File: src/rtl/alu_muldiv_unit.sv
// alu_muldiv_unit
//   Iterative multiply/divide unit with HI/LO registers. It sits beside the
//   main ALU in EX and uses the same 4-bit ALU control code.
//     1010 Mult : shift-add, one multiplier bit per cycle (WIDTH cycles)
//     1111 Div  : restoring divide, one quotient bit per cycle (WIDTH cycles)
//     0101 mfhi : result = hi
//     0111 mflo : result = lo
//   Divide by zero completes at the accept edge. It sets hi=src_a,
//   lo=all-ones and raises div_by_zero.
//
//   Optional build macro SIGNED_MULDIV_EN selects two's-complement operands.
//   The unit works on magnitudes and applies the sign on the completion edge,
//   so the latency does not change.
//
// Ports
//   clk, rst_n         clock (rising edge) and async active-low reset
//   alu_ctrl, op_valid control code and its qualifier
//   src_a, src_b       rs (multiplicand/dividend), rt (multiplier/divisor)
//   result             mfhi/mflo read data, zero for other codes
//   hi, lo             architectural HI/LO registers
//   busy               iteration in flight
//   done               one-cycle pulse after HI/LO are written
//   stall              datapath must hold a muldiv-class op while busy
//   div_by_zero        last accepted Div had a zero divisor
module alu_muldiv_unit #(
    parameter int WIDTH = 32,
    parameter int CNT_W = 6
) (
    input  logic             clk,
    input  logic             rst_n,
    input  logic [3:0]       alu_ctrl,
    input  logic             op_valid,
    input  logic [WIDTH-1:0] src_a,
    input  logic [WIDTH-1:0] src_b,
    output logic [WIDTH-1:0] result,
    output logic [WIDTH-1:0] hi,
    output logic [WIDTH-1:0] lo,
    output logic             busy,
    output logic             done,
    output logic             stall,
    output logic             div_by_zero
);

    localparam logic [3:0] CTRL_MULT = 4'b1010;
    localparam logic [3:0] CTRL_DIV  = 4'b1111;
    localparam logic [3:0] CTRL_MFHI = 4'b0101;
    localparam logic [3:0] CTRL_MFLO = 4'b0111;

    localparam logic [1:0] S_IDLE = 2'd0;
    localparam logic [1:0] S_MUL  = 2'd1;
    localparam logic [1:0] S_DIV  = 2'd2;

    localparam logic [CNT_W-1:0] CNT_LAST = CNT_W'(WIDTH - 1);

    logic [1:0]       state;
    logic [CNT_W-1:0] cnt;
    // The shared datapath uses these registers differently per operation.
    //   Mul: acc_hi = upper partial product, acc_lo = multiplier shifting
    //        out as the product's low half shifts in, opnd = multiplicand.
    //   Div: acc_hi = partial remainder, acc_lo = dividend shifting out as
    //        the quotient shifts in, opnd = divisor.
    logic [WIDTH-1:0] acc_hi;
    logic [WIDTH-1:0] acc_lo;
    logic [WIDTH-1:0] opnd;

    logic is_mul_op, is_div_op, is_rd_op, accept, last;
    logic [WIDTH-1:0] a_mag, b_mag;

    assign is_mul_op = (alu_ctrl == CTRL_MULT);
    assign is_div_op = (alu_ctrl == CTRL_DIV);
    assign is_rd_op  = (alu_ctrl == CTRL_MFHI) || (alu_ctrl == CTRL_MFLO);
    assign accept    = (state == S_IDLE) && op_valid && (is_mul_op || is_div_op);
    assign last      = (cnt == CNT_LAST);

    assign busy  = (state != S_IDLE);
    assign stall = op_valid && busy && (is_mul_op || is_div_op || is_rd_op);

    always_comb begin
        result = '0;
        if (alu_ctrl == CTRL_MFHI)      result = hi;
        else if (alu_ctrl == CTRL_MFLO) result = lo;
    end

`ifdef SIGNED_MULDIV_EN
    logic neg_q;   // sign of product / quotient
    logic neg_r;   // sign of remainder (follows dividend)

    assign a_mag = src_a[WIDTH-1] ? (~src_a + 1'b1) : src_a;
    assign b_mag = src_b[WIDTH-1] ? (~src_b + 1'b1) : src_b;

    always_ff @(posedge clk or negedge rst_n) begin
        if (!rst_n) begin
            neg_q <= 1'b0;
            neg_r <= 1'b0;
        end else if (accept) begin
            neg_q <= src_a[WIDTH-1] ^ src_b[WIDTH-1];
            neg_r <= src_a[WIDTH-1];
        end
    end
`else
    assign a_mag = src_a;
    assign b_mag = src_b;
`endif

    // One shift-add multiply step
    logic [WIDTH:0]   mul_sum;
    logic [WIDTH-1:0] mul_hi_nx, mul_lo_nx;

    assign mul_sum   = {1'b0, acc_hi} + (acc_lo[0] ? {1'b0, opnd} : {(WIDTH+1){1'b0}});
    assign mul_hi_nx = mul_sum[WIDTH:1];
    assign mul_lo_nx = {mul_sum[0], acc_lo[WIDTH-1:1]};

    // One restoring divide step. The remainder stays below the divisor, so
    // only the low WIDTH bits of the difference are ever kept.
    logic [WIDTH:0]   rem_sh;
    logic             rem_ge;
    logic [WIDTH-1:0] rem_diff, div_hi_nx, div_lo_nx;

    assign rem_sh    = {acc_hi, acc_lo[WIDTH-1]};
    assign rem_ge    = (rem_sh >= {1'b0, opnd});
    assign rem_diff  = rem_sh[WIDTH-1:0] - opnd;
    assign div_hi_nx = rem_ge ? rem_diff : rem_sh[WIDTH-1:0];
    assign div_lo_nx = {acc_lo[WIDTH-2:0], rem_ge};

    // HI/LO values written on the completion edge
    logic [WIDTH-1:0]   fin_hi, fin_lo;
    logic [2*WIDTH-1:0] prod;

    always_comb begin
        prod = {mul_hi_nx, mul_lo_nx};
`ifdef SIGNED_MULDIV_EN
        if (neg_q) prod = ~prod + 1'b1;
`endif
        if (state == S_MUL) begin
            fin_hi = prod[2*WIDTH-1:WIDTH];
            fin_lo = prod[WIDTH-1:0];
        end else begin
            fin_hi = div_hi_nx;
            fin_lo = div_lo_nx;
`ifdef SIGNED_MULDIV_EN
            if (neg_r) fin_hi = ~div_hi_nx + 1'b1;
            if (neg_q) fin_lo = ~div_lo_nx + 1'b1;
`endif
        end
    end

    always_ff @(posedge clk or negedge rst_n) begin
        if (!rst_n) begin
            state       <= S_IDLE;
            cnt         <= '0;
            acc_hi      <= '0;
            acc_lo      <= '0;
            opnd        <= '0;
            hi          <= '0;
            lo          <= '0;
            done        <= 1'b0;
            div_by_zero <= 1'b0;
        end else begin
            done <= 1'b0;
            case (state)
                S_IDLE: begin
                    if (accept) begin
                        cnt <= '0;
                        if (is_div_op && (src_b == '0)) begin
                            // Completes immediately. No iterations run.
                            hi          <= src_a;
                            lo          <= '1;
                            div_by_zero <= 1'b1;
                            done        <= 1'b1;
                        end else begin
                            div_by_zero <= 1'b0;
                            acc_hi      <= '0;
                            if (is_mul_op) begin
                                acc_lo <= b_mag;
                                opnd   <= a_mag;
                                state  <= S_MUL;
                            end else begin
                                acc_lo <= a_mag;
                                opnd   <= b_mag;
                                state  <= S_DIV;
                            end
                        end
                    end
                end
                S_MUL, S_DIV: begin
                    if (state == S_MUL) begin
                        acc_hi <= mul_hi_nx;
                        acc_lo <= mul_lo_nx;
                    end else begin
                        acc_hi <= div_hi_nx;
                        acc_lo <= div_lo_nx;
                    end
                    if (last) begin
                        hi    <= fin_hi;
                        lo    <= fin_lo;
                        done  <= 1'b1;
                        cnt   <= '0;
                        state <= S_IDLE;
                    end else begin
                        cnt <= cnt + 1'b1;
                    end
                end
                default: state <= S_IDLE;
            endcase
        end
    end

endmodule

File: config.mk
export PLATFORM = sky130hd
export DESIGN_NAME = alu_muldiv_unit
export DESIGN_NICKNAME = d
export VERILOG_FILES = /design/src/rtl/alu_muldiv_unit.sv
export SDC_FILE = /design/constraint.sdc
export NUM_CORES = 1
export LEC_CHECK = 0
export BUFFER_PORTS_ARGS = -buffer_cell sky130_fd_sc_hd__buf_2
export CAP_MARGIN = 0
export CORE_ASPECT_RATIO = 0.9
export CORE_MARGIN = 3
export CORE_UTILIZATION = 50
export DETAILED_ROUTE_END_ITERATION = 16
export MAX_ROUTING_LAYER = met4
export PLACE_DENSITY = 0.71
export REMOVE_ABC_BUFFERS = 1
export SYNTH_ARGS = -nofsm -noshare
export SYNTH_HDL_FRONTEND = slang
export SYNTH_SLANG_ARGS = --single-unit
File: constraint.sdc
create_clock -name clk -period 4 [get_ports clk]
set_input_delay 1 -clock clk [delete_from_list [all_inputs] [get_ports clk]]
set_output_delay 1 -clock clk [all_outputs]
set_load 0.02 [all_outputs]
Word level (Yosys, flattened, before mapping)
Cells that the tools add are included.
{"block": "word_totals", "latchBits": 0, "out_inout_bits": 100, "rom_bits": 0, "inputBits": 71, "elab_cells": 78, "n_memories": 0, "mem_bits_rw": 0, "reg_bits": 170}
{"block": "op_classes", "div_mod_pow": 0, "n_eq_ne": 11, "shift": 0, "reduce_logical": 19, "multipliers": 0, "bitwise_logic": 1, "n_mux": 34, "order_cmp": 1, "addsub": 3}
{"cell": "two-way mux 32 bit", "count": 18}
{"cell": "one-hot mux 32 bit (2 select lines)", "count": 4}
{"cell": "adder 32 x 32 -> 33 bit", "count": 1}
{"cell": ">= comparator 33 x 32 -> 1 bit", "count": 1}
{"cell": "zero test 32 bit", "count": 1}
{"cell": "subtractor 32 bit", "count": 1}
{"cell": "two-way mux 6 bit", "count": 2}
{"cell": "one-hot mux 6 bit (2 select lines)", "count": 1}
{"cell": "AND reduction 3 bit", "count": 3}
{"cell": "equality test 4 x 3 -> 1 bit, second input constant", "count": 2}
{"cell": "equality test 4 bit, second input constant", "count": 2}
{"cell": "two-way mux 2 bit", "count": 4}
{"cell": "adder 6 x 1 -> 6 bit, second input constant", "count": 1}
{"cell": "equality test 6 x 5 -> 1 bit, second input constant", "count": 1}
{"cell": "!= test 2 bit, second input constant", "count": 3}
{"cell": "logical AND 1 bit", "count": 5}
{"cell": "one-hot mux 2 bit (2 select lines)", "count": 1}
{"cell": "AND reduction 2 bit", "count": 2}
{"cell": "AND reduction 4 bit", "count": 1}
{"cell": "nonzero test 2 bit", "count": 2}
{"cell": "logical OR 1 bit", "count": 3}
{"cell": "two-way mux 1 bit", "count": 3}
{"cell": "equality test 2 x 1 -> 1 bit, second input constant", "count": 1}
{"cell": "equality test 2 bit, second input constant", "count": 1}
{"cell": "5 further kinds", "count": 5}

Depth between registers and ports, before layout
Gate-level depths: netlist of the first run.
{"block": "depth", "ltp_word": 5, "depth_mapped": 14, "depth_no_buf": 13}

Worst setup path before layout of the first run
Ideal clock, no wire load.
{"block": "synth_path", "path_type": "register to register", "start": "register acc_lo[0]", "end": "register hi[23]", "setup_time_ns": 0.083, "period_less_slack_ns": 3.277, "arrival_ns": 3.194, "path_buffers": 1, "path_stages_with_launch": 14, "path_slack_ns": 0.723, "cell_sequence": "dfrtp_1 clkbuf_1 and2_1 ha_1 fa_1 a211oi_1 o211ai_1 and2_1 a21boi_0 o21ai_0 o311a_1 a211oi_1 nand3_1 o21ai_0"}
{"block": "synth_via", "elab_chain_len": 5}
{"item": "start, declared", "line_no": "63", "rtl": "logic [WIDTH-1:0] acc_lo;"}
{"item": "start signal, assigned", "line_no": "174", "rtl": "acc_lo <= b_mag;"}
{"item": "start signal, assigned", "line_no": "178", "rtl": "acc_lo <= a_mag;"}
{"item": "start signal, assigned", "line_no": "188", "rtl": "acc_lo <= mul_lo_nx;"}
{"item": "two-way mux 32 bit", "line_no": "109", "rtl": "assign mul_sum = {1'b0, acc_hi} + (acc_lo[0] ? {1'b0, opnd} : {(WIDTH+1){1'b0}});"}
{"item": "adder 32 x 32 -> 33 bit", "line_no": "109"}
{"item": "two-way mux 32 bit", "line_no": "134", "rtl": "if (state == S_MUL) begin"}
{"item": "two-way mux 32 bit", "line_no": "193", "rtl": "if (last) begin"}
{"item": "one-hot mux 32 bit (2 select lines)", "line_no": "160", "rtl": "case (state)"}
{"item": "end signal, assigned", "line_no": "166", "rtl": "hi <= src_a;"}
{"item": "end signal, assigned", "line_no": "194", "rtl": "hi <= fin_hi;"}
{"item": "end, declared", "line_no": "36", "rtl": "output logic [WIDTH-1:0] hi,"}
Every way passes these cells. The select of a mux whose other input is x is not followed.
A chain may end at the register's enable or synchronous reset.

Final worst setup path of the first run
{"block": "layout_path", "start": "register acc_hi[1]", "end": "register hi[29]"}
{"block": "layout_via", "elab_chain_len": 5, "elab_cells_between_ends": 7, "classes_between": "add/sub (2); order compare (1); mux (4)"}
{"item": "start, declared", "line_no": "62", "rtl": "logic [WIDTH-1:0] acc_hi;"}
{"item": "start signal, assigned", "line_no": "187", "rtl": "acc_hi <= mul_hi_nx;"}
{"item": "start signal, assigned", "line_no": "190", "rtl": "acc_hi <= div_hi_nx;"}
{"item": "subtractor 32 bit / >= comparator 33 x 32 -> 1 bit (equally long branches)", "line_no": "121, 120"}
{"item": "two-way mux 32 bit", "line_no": "122", "rtl": "assign div_hi_nx = rem_ge ? rem_diff : rem_sh[WIDTH-1:0];"}
{"item": "two-way mux 32 bit *", "line_no": "134"}
{"item": "two-way mux 32 bit *", "line_no": "193"}
{"item": "one-hot mux 32 bit (2 select lines) *", "line_no": "160"}
Every way passes the cells marked *; elsewhere a longest branch is shown, timed or not. The select of a mux whose other input is x is not followed.

==> results of run 1 <==
cell type report:
type	count	area share [%]
repair buffers	223	8.86
flip-flops and latches	170	28.9
clock buffers	17	2.89
clock inverters	15	1.16
diodes	2	0.0340
multi-input cells	1231	54.0
inverters	50	1.27
well taps	336	2.86
power breakdown:
| part | internal (W) | switching, W | total [W] |
|---|---|---|---|
| clock network | 0.000846 | 0.000877 | 0.00172 |
| logic | 0.00316 | 0.00505 | 0.00821 |
| registers | 0.00249 | 0.000847 | 0.00334 |
| total | 0.00649 | 0.00678 | 0.0133 |
through the flow:
stage,TNS (ps),setup slack (ps),instance area (um^2),hold slack (ps),std cells
after CTS,0,223,14700,474,2042
after floorplan,-14150,-624,12400,440,1451
final,0,170,14700,474,2044
after global routing,0,25.3,14700,502,2044
after global placement,0,319,14100,455,2010
after detailed placement,0,253,14100,462,2010
placed cells by master (no fill, tap or decap), drive strengths merged, types with 10 or more instances in the layout:
cell and instances:
o21ai 132, a22o 37, nand4 10, o31ai 37, a21o 26, ha 68, nor3 19, mux2 14
a21oi 140, and2 100, xnor2 25, nand2 185, nand2b 10, nor2 101, inv 58, a211oi 74
buf 223, nand3 23, o21a 10, and3 22, mux2i 45, a31oi 18, clkbuf 17, xor2 18
nor4 14, dfrtp 170
routing by layer:
layer / global-route usage [%] / wire length (um) / up-vias / part of all wire (%)
met5: - / 0 / - / 0
met4: 6.28 / 675 / 0 / 1.6
met3: 7.43 / 3850 / 45 / 9.0
met2: 45.2 / 18100 / 533 / 42
met1: 46.5 / 20400 / 6173 / 47
li1: - / - / 5939 / -
state kept, by name, summed over array words and instances (netlist names):
name         cells
done             1
acc_lo          32
acc_hi          32
cnt              6
div_by_zero      1
lo              32
opnd            32
hi              32
state            2
what timing repair did:
action                                  CTS  global route
gates resized for setup                   0             1
endpoints found under the hold margin     0             0
endpoints found under the setup margin    0             2
cells by family (layout without fill, tap and decap cells):
group | after synthesis | after routing | synth area share (%)
AOI/OAI and AO/OA | 546 | 546 | 28.0
xor gates and xnor gates | 43 | 43 | 2.95
adders and majority gates | 70 | 70 | 6.97
buffers and inverters | 148 | 305 | 4.66
DFF | 170 | 170 | 33.3
muxes | 59 | 59 | 4.76
other | 0 | 2 | 0
and+or+nand+nor | 513 | 513 | 19.3
final timing paths:
check / end / slack (ps) / depth (start not counted)
max in group asynchronous: acc_hi[19] / 2700 / 2
max: hi[29] / 170 / 11
min reg2reg: cnt[5] / 470 / 1
min in group asynchronous: lo[10] / 500 / 1
max reg2reg: hi[29] / 170 / 11
min: cnt[5] / 470 / 1
==> flow_metrics.env, run 1 <==
export IMPL_setup_viol_count_final=0
export IMPL_start_util_pct=51.8
export IMPL_fmax_ghz=0.261
export IMPL_die_h_um=158
export IMPL_multi_input_area_um2=7950
export IMPL_fin_crit_sh_pct=95.7
export IMPL_grt_overflow_total=0
export IMPL_powerDensity_nw_per_um2=901
export IMPL_root_buffer="clkbuf_16"
export IMPL_grt_max_degree=71
export IMPL_synthFlopType="dfrtp_1"
export IMPL_postSynthAreaPerCell_um2=8.25
export IMPL_slowest_delay_ps=500
export IMPL_detailroute_via_count=12690
export IMPL_cts_htree_levels=4
export IMPL_synthToLayoutAreaGrowth_pct=15.3
export IMPL_nNetsFinal=1834
export IMPL_timing_critical_path_mode_cell="o311ai_1"
export IMPL_core_area_um2=24700
export IMPL_die_area_um2=27500
export IMPL_yosysWarnings=0
export IMPL_ys_async_sr_fraction_pct=100
export IMPL_crit_buf_inv=1
export IMPL_cts_buffer_depth=2
export IMPL_finalHoldViolations=0
export IMPL_drive_above_1_share_pct=17.7
export IMPL_yosysMostFrequentCell="nand2_1"
export IMPL_rows=54
export IMPL_routed_via_density=6.21
export IMPL_rr_startpoint="acc_hi[1]"
export IMPL_numCtsBuffers=17
export IMPL_synthesis_area_um2=12800
export IMPL_cts_tree="done"
export IMPL_yosys_top_cells_area="dfrtp_1 (33%), ha_1 (6.7%), a21oi_1 (5.5%)"
export IMPL_grt_usage_pct=31.8
export IMPL_gp_congestion=1.03
export IMPL_clk_pin_slew_worst_paths_ps=90
export IMPL_die_x_um=174
export IMPL_cts_sinks=170
export IMPL_synth_enable_flop_cells=0
export IMPL_period_minus_slack_ps=3830
export IMPL_ys_seq_elements=170
export IMPL_antenna_found_initial=2
export IMPL_endpoint_kind="flip-flop"
export IMPL_arrival_ps=4180
export IMPL_postCtsHoldBufs=0
export IMPL_yosys_top_cells_count="nand2_1 (184), dfrtp_1 (170), a21oi_1 (140)"
export IMPL_hpwl_um=32300
export IMPL_maxCapViolCount=0
export IMPL_first_global_vias=11877
export IMPL_cts_setup_buffers=0
export IMPL_drtAntennaViolNets=0
export IMPL_required_ps=4350
export IMPL_fill_cells=2267
export IMPL_drt_pass1_iterations=5
export IMPL_drt_iter0_drc=1183
export IMPL_worst_pin_slew_ps=1040
export IMPL_yosys_area_top_type="dfrtp_1"
export IMPL_crit_start="acc_hi[1]"
export IMPL_worstHoldStart="cnt[5]"
export IMPL_grt_first_pass_wirelength_um=67300
export IMPL_routed_wl_um=43000
export IMPL_clock_latency_ps=450
export IMPL_slew_violations=0
export IMPL_drc=0
export IMPL_worstPathCellList="ha_1 -> nand2_1 -> o21bai_4 -> a311oi_4 -> o211ai_2 -> a2111o_1 -> and2_1 -> buf_4 -> o311ai_1 -> o311ai_1 -> a31oi_1"
export IMPL_port_buffers=170
export IMPL_register_area_um2=4250
export IMPL_pin_count=171
export IMPL_wl_per_cell_um=21.0
export IMPL_ys_types=70
export IMPL_path_max_fanout=13
export IMPL_crit_slowest_cell="a2111o_1"
export IMPL_path_class="flip-flop to flip-flop"
export IMPL_slew_headroom_pct=29.7
export IMPL_crit_family="compound AO/OA/AOI/OAI gates"
export IMPL_netlist_area_leader_share_pct=33.3
export IMPL_rsz0062_at_grt="false"
export IMPL_utilization_pct=59.7
export IMPL_min_delay_path_class="flip-flop to flip-flop"
export IMPL_vdd_drop_max_mv=0.445
export IMPL_cp_start_kind="flip-flop"
export IMPL_skew_ps=17.1
export IMPL_run_status="finished, final reports clean"
export IMPL_finalPower_w=0.0133
export IMPL_leakage_nw=7.04
export IMPL_ys_seq_area_share_pct=33.3
export IMPL_synth_cells=1549
No activity file was read; power rests on OpenSTA's default activity.
==> run 2, diff against run 1 <==
--- a/config.mk
+++ b/config.mk
@@ -9,10 +9,9 @@
 export CAP_MARGIN = 0
 export CORE_ASPECT_RATIO = 0.9
 export CORE_MARGIN = 3
-export CORE_UTILIZATION = 50
+export CORE_UTILIZATION = 45
 export DETAILED_ROUTE_END_ITERATION = 16
 export MAX_ROUTING_LAYER = met4
-export PLACE_DENSITY = 0.71
 export REMOVE_ABC_BUFFERS = 1
 export SYNTH_ARGS = -nofsm -noshare
 export SYNTH_HDL_FRONTEND = slang
==> run 2 against run 1 <==
Effect of this change: sequential power about the same; largest power group unchanged; sequential share of layout area decreased by 0.20 points; clock power hardly changed; global-route usage shrank 1.8 points; first-iteration DRC count shrank 8.3%; highest routed layer unchanged; combinational power grew 1%; worst setup slack improved by 45 ps; die area up 11%; register-to-register slack better by 40 ps.
==> flow_metrics.env, run 2 (synthesis gave the netlist of run 1 again) <==
export IMPL_run_status="finished, final reports clean"
export IMPL_mostFrequentLayoutCell="nand2_1"
export IMPL_skew_ps=11.2
export IMPL_cts_buffer_depth=2
export IMPL_path_max_fanout=13
export IMPL_core_area_um2=27500
export IMPL_multi_input_area_um2=7960
export IMPL_hpwl_um=33800
export IMPL_root_buffer="clkbuf_16"
export IMPL_antenna_cells=0
export IMPL_fin_crit_sh_pct=94.6
export IMPL_worstHoldStart="div_by_zero"
export IMPL_grt_first_pass_wirelength_um=69900
export IMPL_maxCapViolCount=0
export IMPL_mostFrequentLayoutCells="nand2_1 (184), dfrtp_1 (170), buf_2 (169)"
export IMPL_start_util_pct=46.5
export IMPL_wl_per_cell_um=21.7
export IMPL_ff2ff_path_depth=11
export IMPL_crit_start="acc_hi[1]"
export IMPL_powerDensity_nw_per_um2=900
export IMPL_drt_iter0_drc=1085
export IMPL_hold_end="div_by_zero"
export IMPL_reg2reg_slack_ps=210
export IMPL_drtAntennaViolNets=0
export IMPL_fmax_ghz=0.264
export IMPL_cts_sinks=170
export IMPL_detailroute_via_count=12574
export IMPL_drc=0
export IMPL_rows=57
export IMPL_routed_wl_um=44900
export IMPL_required_ps=4360
export IMPL_drt_pass1_iterations=5
export IMPL_die_x_um=184
export IMPL_arrival_ps=4150
export IMPL_pin_count=171
export IMPL_antenna_found_initial=2
export IMPL_fin_area_um2=14800
export IMPL_register_area_um2=4250
export IMPL_leakage_nw=7.08
export IMPL_die_h_um=166
export IMPL_finalPower_w=0.0133
export IMPL_cts_tree="done"
export IMPL_clk_pin_slew_worst_paths_ps=80
export IMPL_rsz0062_at_grt="false"
export IMPL_fin_tns_setup_ps=0
export IMPL_min_delay_path_class="flip-flop to flip-flop"
export IMPL_worst_pin_slew_ps=810
export IMPL_grt_usage_pct=30.0
export IMPL_synthToLayoutAreaGrowth_pct=16.1
export IMPL_vdd_drop_max_mv=0.504
export IMPL_setup_viol_count_final=0
export IMPL_port_buffers=170
export IMPL_r2r_end="hi[29]"
export IMPL_clock_latency_ps=440
export IMPL_grt_overflow_total=0
export IMPL_hold_ws_ps=476
export IMPL_worst_slack_ps=215
export IMPL_cp_start_kind="flip-flop"
export IMPL_slew_violations=0
export IMPL_drive_above_1_share_pct=18.0
export IMPL_finalHoldViolations=0
export IMPL_cts_setup_buffers=0
export IMPL_numCtsBuffers=17
export IMPL_path_class="flip-flop to flip-flop"
export IMPL_slew_headroom_pct=46.0
export IMPL_routed_via_density=6.09
export IMPL_cts_repair_resized=0
export IMPL_placed_area_um2=14200
export IMPL_grt_max_degree=81
export IMPL_period_minus_slack_ps=3790
export IMPL_postCtsHoldBufs=0
export IMPL_cts_htree_levels=4
export IMPL_whs_path_depth=2
export IMPL_endpoint_kind="flip-flop"
export IMPL_die_area_um2=30400
export IMPL_fill_cells=2632
export IMPL_post_place_ws_ps=143
export IMPL_first_global_vias=11681
export IMPL_rr_startpoint="acc_hi[1]"
export IMPL_gp_congestion=0.949
export IMPL_nNetsFinal=1839
## run 2: cell types whose count changed in the layout (fill, tap and decap cells not counted), moves of 2 or more
| cell | delta |
|---|---|
| clkinvlp_4 | +3 |
| buf_4 | +2 |
| clkinv_8 | -2 |
| diode_2 | -2 |
| inv_8 | +2 |
| buf_12 | +3 |
## run 2: area by class of cell
class	count	area share [%]
Multi-Input combinational cell	1231	53.7
Sequential cell	170	28.7
Timing Repair Buffer	228	9.31
Tap cell	354	2.99
Clock buffer	17	2.87
Inverter	50	1.27
Clock inverter	15	1.18
## run 2: worst max-delay path by stage
| stage | end | slack, ps | cells after the start |
|---|---|---|---|
| floorplan | hi[28] | -620 | 8 |
| global placement | hi[30] | 170 | 14 |
| detailed placement | hi[30] | 140 | 14 |
| CTS | hi[30] | 70 | 14 |
| global route | acc_hi[24] | 50 | 13 |
| finish | hi[29] | 210 | 11 |
## run 2: critical path, cell delays in order, from the launching register on
cell and delay [ps]:
dfrtp_1 500, ha_1 430, nand2_1 90, o21bai_4 190
a311oi_4 450, o211ai_2 240, a2111o_1 500, and2_1 210
buf_4 190, o311ai_1 430, o311ai_1 260, a31oi_1 210
## run 2: per-stage QoR
| stage | utilization (%) | instances |
|---|---|---|
| floorplan | - | 1451 |
| global placement | 51.8 | 2033 |
| finish | 54.0 | 2065 |
| global route | 54.0 | 2065 |
| CTS | 54.0 | 2065 |
| detailed placement | 51.8 | 2033 |
## run 2: report_power, final
part / internal, W / switching (W) / leakage [nW]
Sequential: 0.00249 / 0.000821 / 2.11
Combinational: 0.00319 / 0.00511 / 4.69
Clock: 0.000895 / 0.000845 / 0.282
Total: 0.00657 / 0.00678 / 7.08
## run 2: routing by layer
metal,wire length [um],track usage [%],up-vias,share of wire (%)
li1,-,-,5934,-
met2,18100,39.5,482,40
met4,465,5.10,0,1.0
met1,23000,48.7,6126,51
met5,0,-,-,0
met3,3410,4.05,32,7.6
==> run 3, diff against run 2 <==
--- a/config.mk
+++ b/config.mk
@@ -10,8 +10,10 @@
 export CORE_ASPECT_RATIO = 0.9
 export CORE_MARGIN = 3
 export CORE_UTILIZATION = 45
+export CTS_BUF_LIST = sky130_fd_sc_hd__clkbuf_16
 export DETAILED_ROUTE_END_ITERATION = 16
 export MAX_ROUTING_LAYER = met4
+export PLACE_DENSITY = 0.61
 export REMOVE_ABC_BUFFERS = 1
 export SYNTH_ARGS = -nofsm -noshare
 export SYNTH_HDL_FRONTEND = slang
==> run 3 against run 2 <==
Effect of this change: sequential cell count stayed put; power is 0.97% higher; global-route usage is 0.17 points lower; clock-buffer cell count stayed put; via count is 0.11% lower; worst setup slack better by 5.9 ps; clock power is 3% higher; hold slack better by 12 ps; register-to-register slack hardly changed; critical endpoint is now hi[11].
==> flow_metrics.env, run 3 (synthesis gave the netlist of run 1 again) <==
export IMPL_run_status="finished, final reports clean"
export IMPL_rows=57
export IMPL_rsz0062_at_grt="false"
export IMPL_worstPathCellList="inv_1 -> ha_1 -> and4_1 -> nand2_1 -> nor3_1 -> nor2_1 -> a2111o_1 -> and2_1 -> buf_4 -> a311oi_1 -> a31oi_1"
export IMPL_hpwl_um=33200
export IMPL_arrival_ps=4080
export IMPL_slew_violations=0
export IMPL_p_sw_w=0.00681
export IMPL_drc=0
export IMPL_grt_first_pass_wirelength_um=69800
export IMPL_leakage_nw=7.07
export IMPL_crit_family="compound AO/OA/AOI/OAI gates"
export IMPL_fin_tns_setup_ps=0
export IMPL_routed_wl_um=44500
export IMPL_core_area_um2=27500
export IMPL_die_x_um=184
export IMPL_detailroute_via_count=12560
export IMPL_numCtsBuffers=17
export IMPL_drtAntennaViolNets=0
export IMPL_cts_htree_levels=4
export IMPL_drt_pass1_iterations=5
export IMPL_nNetsFinal=1837
export IMPL_whs_path_depth=1
export IMPL_p_sw_share_pct=50.6
export IMPL_dpl_cell_count=2031
export IMPL_setup_viol_count_final=0
export IMPL_cts_buffer_depth=2
export IMPL_skew_ps=13.3
export IMPL_synthToLayoutAreaGrowth_pct=16.1
export IMPL_slowest_delay_ps=650
export IMPL_drt_iter0_drc=1197
export IMPL_finalPower_w=0.0135
export IMPL_maxCapViolCount=0
export IMPL_fin_area_um2=14800
export IMPL_placed_area_um2=14200
export IMPL_endpoint_kind="flip-flop"
export IMPL_antenna_found_initial=2
export IMPL_gp_congestion=0.992
export IMPL_die_area_um2=30400
export IMPL_crit_cells=11
export IMPL_mostFrequentLayoutCells="nand2_1 (184), dfrtp_1 (170), buf_2 (169)"
export IMPL_period_minus_slack_ps=3780
export IMPL_finalHoldViolations=0
export IMPL_pin_count=171
export IMPL_path_max_fanout=11
export IMPL_clk_pin_slew_worst_paths_ps=80
export IMPL_wl_per_cell_um=21.6
export IMPL_seqPwrFrac_pct=24.7
export IMPL_min_delay_path_class="flip-flop to flip-flop"
export IMPL_drive_above_1_share_pct=18.0
export IMPL_fmax_ghz=0.265
export IMPL_root_buffer="clkbuf_16"
export IMPL_utilization_pct=54.0
export IMPL_fin_crit_sh_pct=94.5
export IMPL_port_buffers=170
export IMPL_clock_latency_ps=450
export IMPL_cts_tree="done"
export IMPL_stdcell_count=2065
export IMPL_powerDensity_nw_per_um2=909
export IMPL_grt_usage_pct=29.8
export IMPL_comb_power_share_pct=61.9
export IMPL_first_global_vias=11844
export IMPL_slew_headroom_pct=41.1
export IMPL_routed_via_density=6.08
export IMPL_crit_slowest_cell="a311oi_1"
export IMPL_path_class="flip-flop to flip-flop"
export IMPL_grt_max_degree=73
export IMPL_crit_buf_inv=2
export IMPL_required_ps=4300
export IMPL_die_h_um=166
export IMPL_vdd_drop_max_mv=0.410
export IMPL_ff2ff_path_depth=11
export IMPL_cts_sinks=170
export IMPL_grt_overflow_total=0
export IMPL_start_util_pct=46.5
export IMPL_clkPwrFrac_pct=13.4
export IMPL_worst_pin_slew_ps=883
export IMPL_mostFrequentLayoutCell="nand2_1"
export IMPL_p_int_w=0.00666
export IMPL_cp_start_kind="flip-flop"
-- run 3: cell types whose count changed in the layout (fill, tap and decap cells not counted), sizes merged --
cell      change
diode         +2
clkinvlp      -1
inv           -2
bufinv        +1
buf           -2
clkinv        +2
-- run 3: routing by layer --
layer | global-route usage, % | wire length [um]
met4 | 5.96 | 661
met5 | - | 0
met2 | 39.6 | 18100
met3 | 6.83 | 3930
met1 | 46.0 | 21900
-- run 3: worst register-to-register path: cells and delay by family, from the launching register on --
kind,cells,cell delay [ps]
fa+ha+maj,1,450
compound gates,3,1350
simple gates,5,1110
buf+inv,2,270
flops,1,430
-- run 3: stage by stage --
| step | setup slack, ps | hold slack, ps |
|---|---|---|
| after CTS | 78.2 | 492 |
| after global placement | 154 | 464 |
| after floorplan | -624 | 440 |
| after global routing | 18.2 | 511 |
| final | 221 | 488 |
| after detailed placement | 149 | 465 |
-- run 3: final cells by class --
cell class / count / area, um^2
inverter: 50 / 188
timing repair buffer: 226 / 1350
fill: 2627 / 12600
clock buffer: 17 / 425
clock inverter: 15 / 188
tap: 354 / 443
antenna: 2 / 5.00
multi-input combinational: 1231 / 7970
sequential: 170 / 4250
-- run 3: final timing paths --
kind / endpoint / slack (ps) / from
worst max-delay path: hi[11] / 220 / opnd[23]
worst min-delay path: cnt[5] / 490 / cnt[5]
worst max register to register: hi[11] / 220 / opnd[23]
worst min register to register: cnt[5] / 490 / cnt[5]
max in group asynchronous: hi[20] / 2510 / rst_n
min in group asynchronous: lo[1] / 570 / rst_n
-- run 3: power by group through the flow --
| stage | sequential, W | clock (W) | combinational [W] |
|---|---|---|---|
| 5_1_grt | 0.00344 | 0.00189 | 0.00914 |
| 4_1_cts | 0.00330 | 0.00182 | 0.00815 |
| 3_3_place_gp | 0.00331 | 0 | 0.00806 |
| 6_report | 0.00333 | 0.00180 | 0.00835 |
| 2_1_floorplan | 0.00344 | 0 | 0.00520 |
| 3_5_place_dp | 0.00332 | 0 | 0.00810 |
-- run 3: repair_timing --
item,4_1_cts,5_1_grt
gates resized for setup,0,6
hold buffers,0,0
endpoints found under the hold margin,0,0
setup endpoints to repair,0,8
setup buffers,0,0
